<file path="src/rtl/boid_frame_writer.sv">
// boid_frame_writer: per-frame display RAM clear, then scan all boid slots
// and write one pixel per on-screen boid through a one-stage address pipeline.
module boid_frame_writer #(
    parameter int MAX_BOIDS           = 64,
    parameter int BITS_FOR_BOIDS      = 6,
    parameter int VIDEO_WIDTH         = 640,
    parameter int VIDEO_HEIGHT        = 480,
    parameter int PIXEL_ADDRESS_WIDTH = 19
) (
    input  logic                           clock,
    input  logic                           resetn,
    input  logic                           frame_start,
    output logic [BITS_FOR_BOIDS-1:0]      boid_sel,
    input  logic [9:0]                     boid_x,
    input  logic [8:0]                     boid_y,
    output logic                           disp_switch,
    output logic                           disp_we,
    output logic [PIXEL_ADDRESS_WIDTH-1:0] disp_addr,
    output logic                           busy,
    output logic                           frame_done,
    output logic [7:0]                     clip_count,
    output logic [7:0]                     overrun_count
);
    typedef enum logic [1:0] {IDLE, SWITCH, SCAN, DRAIN} state_t;
    localparam logic [9:0] x_lim = 10'(VIDEO_WIDTH);
    localparam logic [9:0] y_lim = 10'(VIDEO_HEIGHT);
    localparam logic [BITS_FOR_BOIDS-1:0] last_sel = BITS_FOR_BOIDS'(MAX_BOIDS - 1);
    state_t state;
    logic frame_start_q;
    logic rise;
    logic in_range;
    logic [7:0] run_clip;
    logic [PIXEL_ADDRESS_WIDTH-1:0] addr;
    assign rise     = frame_start & ~frame_start_q;
    assign in_range = (boid_x < x_lim) && ({1'b0, boid_y} < y_lim);
    // y*640 as two shifts, so no multiplier is needed
    assign addr = PIXEL_ADDRESS_WIDTH'(boid_x) + (PIXEL_ADDRESS_WIDTH'(boid_y) << 9)
                + (PIXEL_ADDRESS_WIDTH'(boid_y) << 7);
    always_ff @(posedge clock or negedge resetn) begin
        if (!resetn) begin
            state         <= IDLE;
            frame_start_q <= 1'b0;
            boid_sel      <= '0;
            disp_switch   <= 1'b0;
            disp_we       <= 1'b0;
            disp_addr     <= '0;
            busy          <= 1'b0;
            frame_done    <= 1'b0;
            clip_count    <= '0;
            overrun_count <= '0;
            run_clip      <= '0;
        end else begin
            frame_start_q <= frame_start;
            disp_switch   <= 1'b0;
            disp_we       <= 1'b0;
            frame_done    <= 1'b0;
            if (rise && state != IDLE && overrun_count != 8'hFF)
                overrun_count <= overrun_count + 8'd1;
            case (state)
                IDLE: if (rise) begin
                    state       <= SWITCH;
                    boid_sel    <= '0;
                    run_clip    <= '0;
                    busy        <= 1'b1;
                    disp_switch <= 1'b1;
                end
                SWITCH: state <= SCAN;
                SCAN: begin
                    disp_we <= in_range;
                    if (in_range)
                        disp_addr <= addr;
                    else if (run_clip != 8'hFF)
                        run_clip <= run_clip + 8'd1;
                    if (boid_sel == last_sel)
                        state <= DRAIN;
                    else
                        boid_sel <= boid_sel + 1'b1;
                end
                default: begin
                    state      <= IDLE;
                    busy       <= 1'b0;
                    frame_done <= 1'b1;
                    clip_count <= run_clip;
                end
            endcase
        end
    end
endmodule

</file>
<file path="config.mk">
export PLATFORM = sky130hd
export DESIGN_NAME = boid_frame_writer
export DESIGN_NICKNAME = d
export VERILOG_FILES = /design/src/rtl/boid_frame_writer.sv
export SDC_FILE = /design/constraint.sdc
export NUM_CORES = 1
export LEC_CHECK = 0
export BUFFER_PORTS_ARGS = -buffer_cell sky130_fd_sc_hd__buf_2
export CAP_MARGIN = 40
export CORE_UTILIZATION = 49
export DETAILED_ROUTE_END_ITERATION = 6
export MAX_ROUTING_LAYER = met4
export PLACE_DENSITY = 0.76
export SLEW_MARGIN = 20
export SYNTH_ARGS = -nofsm -noshare
export SYNTH_HDL_FRONTEND = slang
export SYNTH_SLANG_ARGS = --single-unit
</file>
<file path="constraint.sdc">
create_clock -name clock -period 1.7 [get_ports clock]
set_clock_uncertainty 0.05 [all_clocks]
set_input_delay 0.085 -clock clock [delete_from_list [all_inputs] [get_ports clock]]
set_output_delay 0.085 -clock clock [all_outputs]
set_load 0.05 [all_outputs]
</file>
==> metrics.md <==
| Metric | Value |
|---|---|
| Run status | `finished, violations left` |
| Failing checks | `setup timing` |
| CP max stage delay | `0.57 ns` |
| Post-DP HPWL | `5060 um` |
| Post-synthesis simple-gate area fraction | `19.2%` |
| Compound-Gate Fraction of Synth Area | `13.5%` |
| Via Count | `2632` |
| Buffers & Inverters on Critical Path | `2` |
| First-pass GRT wire length | `11500 um` |
| Worst-Skew Late Latency | `0.31 ns` |
| Post-Syn Instances | `300` |
| Required @ worst endpoint | `1.85 ns` |
| Largest family of logic cells by synthesized area | `simple AND/OR/NAND/NOR gates` |
| Multi-input logic area | `1790 sq um` |
| Num rows | `28` |
| CP Launch Point | `boid_x[9]` |
| Fin worst setup slack | `-0.0545 ns` |
| Post-synthesis mux area share | `3.64%` |
| Max H-tree Level | `2` |
| WS Path Type | `primary input to flop` |
| Finished Core Util | `72.5%` |
| ANT cells | `0` |
| Starting density of the core | `51.3%` |
| Hold Fails Final Rpt | `0` |
| Syn-to-layout area delta | `41.3%` |
| Worst hold path type | `primary input to flop` |
| Largest net degree at the start of global routing | `57` |
| Most common cell after layout, fill and taps aside | `buf_2` |
| Initial antenna violation count | `0` |
| Fillers | `441` |
| Slew margin rel. | `71.4%` |
| ANT nets after route | `0` |
| Hold Slack | `0.0578 ns` |
| CTS tree | `built` |
| Min Tclk post-route | `1.75 ns` |
| DRT iter0 DRCs | `99` |
| Vias/cell | `5.23` |
| Slew @ Worst Pin | `0.424 ns` |
| Slowest-stage cell, CP | `fa_1` |
| Max Cap Viol | `0` |
| Yosys cell types | `47` |
| Pre-CTS setup slack | `-0.372 ns` |
| Most frequent cells in the layout | `65 x buf_2, 56 x nand2_1, 50 x dfrtp_1` |
| Post-Synth Adder-Cell Area | `10.7%` |
| Post-route clock period utilization | `103%` |
| Final Max Slew Viols | `0` |
| Setup crit end kind | `flop` |
| First drt pass iteration count | `4` |
| Tot GR Track Use | `23.7%` |
| Num CTS Buffers | `5` |
| Leak | `2.13 nW` |
| Reg2Reg Launch Point | `state[0]` |
| Setup total negative slack | `-0.150 ns` |
| Min-delay src | `boid_x[7]` |
| Fmax | `570 MHz` |
| PwrDens | `1810 nW/um^2` |
| Core area | `5960 sq um` |
| Final setup vio count | `5` |
| Wire per inst | `14.4 um` |
| IO Pins | `67` |
| Clock sink count | `56` |
| Die H | `81.0 um` |
| DRC | `0` |
| Avg Cell Area, Syn | `10.2 sq um` |
| Gr ovfl total | `0` |
| Post-Synth XOR/XNOR Area | `4.59%` |
| Mapped cell area | `3060 sq um` |
| Layout net count | `474` |
| RSZ-0062 raised after global routing | `true` |
| Die width | `81.0 um` |
| Post-placement cell count | `472` |
| RePlAce Congestion | `0.891` |
| Sequential fraction of the synthesis area | `45.9%` |
| Startpoint class of the critical path | `primary input` |
| Final WL | `7260 um` |
| CP max FO | `3` |
| Die area | `6560 sq um` |
| Worst EP arrival | `1.90 ns` |
| Clock slew seen by the registers of the worst setup and hold paths | `0.09 ns` |
| Final cell count without fillers | `503` |
| Deepest clock path buffer count | `2` |
| Sequential cell area | `1410 sq um` |
| Clock root cell | `clkbuf_8` |
| Port bufs | `66` |
| Vias in the first global route | `2621` |
| Total number of yosys warnings | `0` |
| Cell family with most CP delay | `adder cells` |
| Peak VDD IR | `0.00121 V` |
| Share of cells above drive strength 1 | `44.4%` |
| CP Cell Sequence | `buf_6 -> fa_1 -> inv_2 -> fa_2 -> nor2b_4 -> o31ai_4 -> a31oi_2 -> xnor2_1 -> o21ai_1` |
| Net Count, Synth | `347` |
| #FFs+latches synth | `56` |
where the power goes:
| group | switching (mW) | internal [mW] | total [mW] |
|---|---|---|---|
| clock network | 0.419 | 0.334 | 0.752 |
| logic | 3.06 | 1.72 | 4.78 |
| registers | 0.384 | 1.88 | 2.27 |
| total | 3.87 | 3.94 | 7.80 |
final timing paths:
kind / to / slack, ns / depth (start not counted)
hold reg to reg: disp_addr[8] / 0.43 / 2
min in group asynchronous: clip_count[7] / 0.24 / 3
max in group asynchronous: boid_sel[1] / 1.09 / 3
setup reg to reg: run_clip[5] / -0.04 / 10
hold / removal: disp_addr[7] / 0.06 / 4
setup / recovery: disp_addr[16] / -0.05 / 9
area by class of cell:
| type | count | share of cell area [%] |
|---|---|---|
| Sequential cell | 56 | 32.6 |
| Tap cell | 75 | 2.17 |
| Timing Repair Buffer | 130 | 21.0 |
| Inverter | 7 | 0.609 |
| Clock buffer | 8 | 2.09 |
| Multi-Input combinational cell | 227 | 41.5 |
through the flow:
step | total power [mW] | instance area (sq um)
5_1_grt | 8.29 | 4320
2_1_floorplan | 5.19 | 3100
3_5_place_dp | 6.44 | 3800
4_1_cts | 7.37 | 4060
3_3_place_gp | 6.30 | 3800
6_report | 7.80 | 4320
flip-flops by register name (all words and copies together) (netlist names):
signal / count
disp_we: 1
clip_count: 8
overrun_count: 8
frame_done: 1
boid_sel: 6
disp_addr: 19
frame_start_q: 1
busy: 1
disp_switch: 1
state: 2
run_clip: 8
per-layer routing:
layer | vias up | wire (um) | share of wire [%] | track usage [%]
met2 | 62 | 3730 | 51 | 42.4
met4 | 0 | 93 | 1.3 | 6.25
li1 | 1301 | - | - | -
met1 | 1258 | 3150 | 43 | 26.6
met3 | 11 | 282 | 3.9 | 5.28
met5 | - | 0 | 0 | -
timing repair:
action,in CTS,in global routing
gates resized for setup,14,34
endpoints found under the setup margin,14,18
endpoints found under the hold margin,64,0
hold buffers,9,0
cloned,0,1
pin swaps,6,24
setup buffers,2,11
Yosys cell counts, drive strengths merged:
cell type,n,area share (%)
a31oi,4,0.82
xor2,8,2.3
o21ai,22,3.6
ha,23,9.4
o31ai,2,0.49
o22ai,1,0.20
o22a,1,0.29
o211ai,4,1.1
a311oi,1,0.86
nor3,2,0.49
fa,2,1.3
and2,4,0.98
buf,8,1.4
a21o,3,0.74
mux2i,1,0.33
a211oi,3,0.74
and3,8,1.8
nand4b,2,0.57
a2111oi,1,0.90
and4,2,0.70
nand2,63,7.7
nor2b,3,0.61
xnor2,8,2.3
o21a,3,0.74
nand3b,6,1.5
o21bai,1,0.25
inv,7,0.86
a41oi,1,0.29
mux2,9,3.3
nand3,6,0.98
nand2b,3,0.86
a21oi,8,1.3
nand4,3,1.1
nor2,15,1.8
o221ai,4,1.1
dfrtp,56,46
clkbuf,2,0.25
cell families after synthesis:
group                    after synthesis
AND/OR/NAND/NOR                      117
AO/OA/AOI/OAI                         59
flip-flops                            56
adder cells (fa/ha/maj)               25
buffers and inverters                 17
XOR/XNOR                              16
multiplexers                          10
worst reg2reg max path, cell delays in order (launching register included):
cell and delay, ns:
dfrtp_1 0.39, inv_2 0.10, ha_4 0.16, nand3b_1 0.12
buf_4 0.16, buf_6 0.12, nand2_4 0.08, o211ai_4 0.10
clkbuf_16 0.18, nand2_2 0.08, o221ai_2 0.08
(Power assumes the default switching activity.)
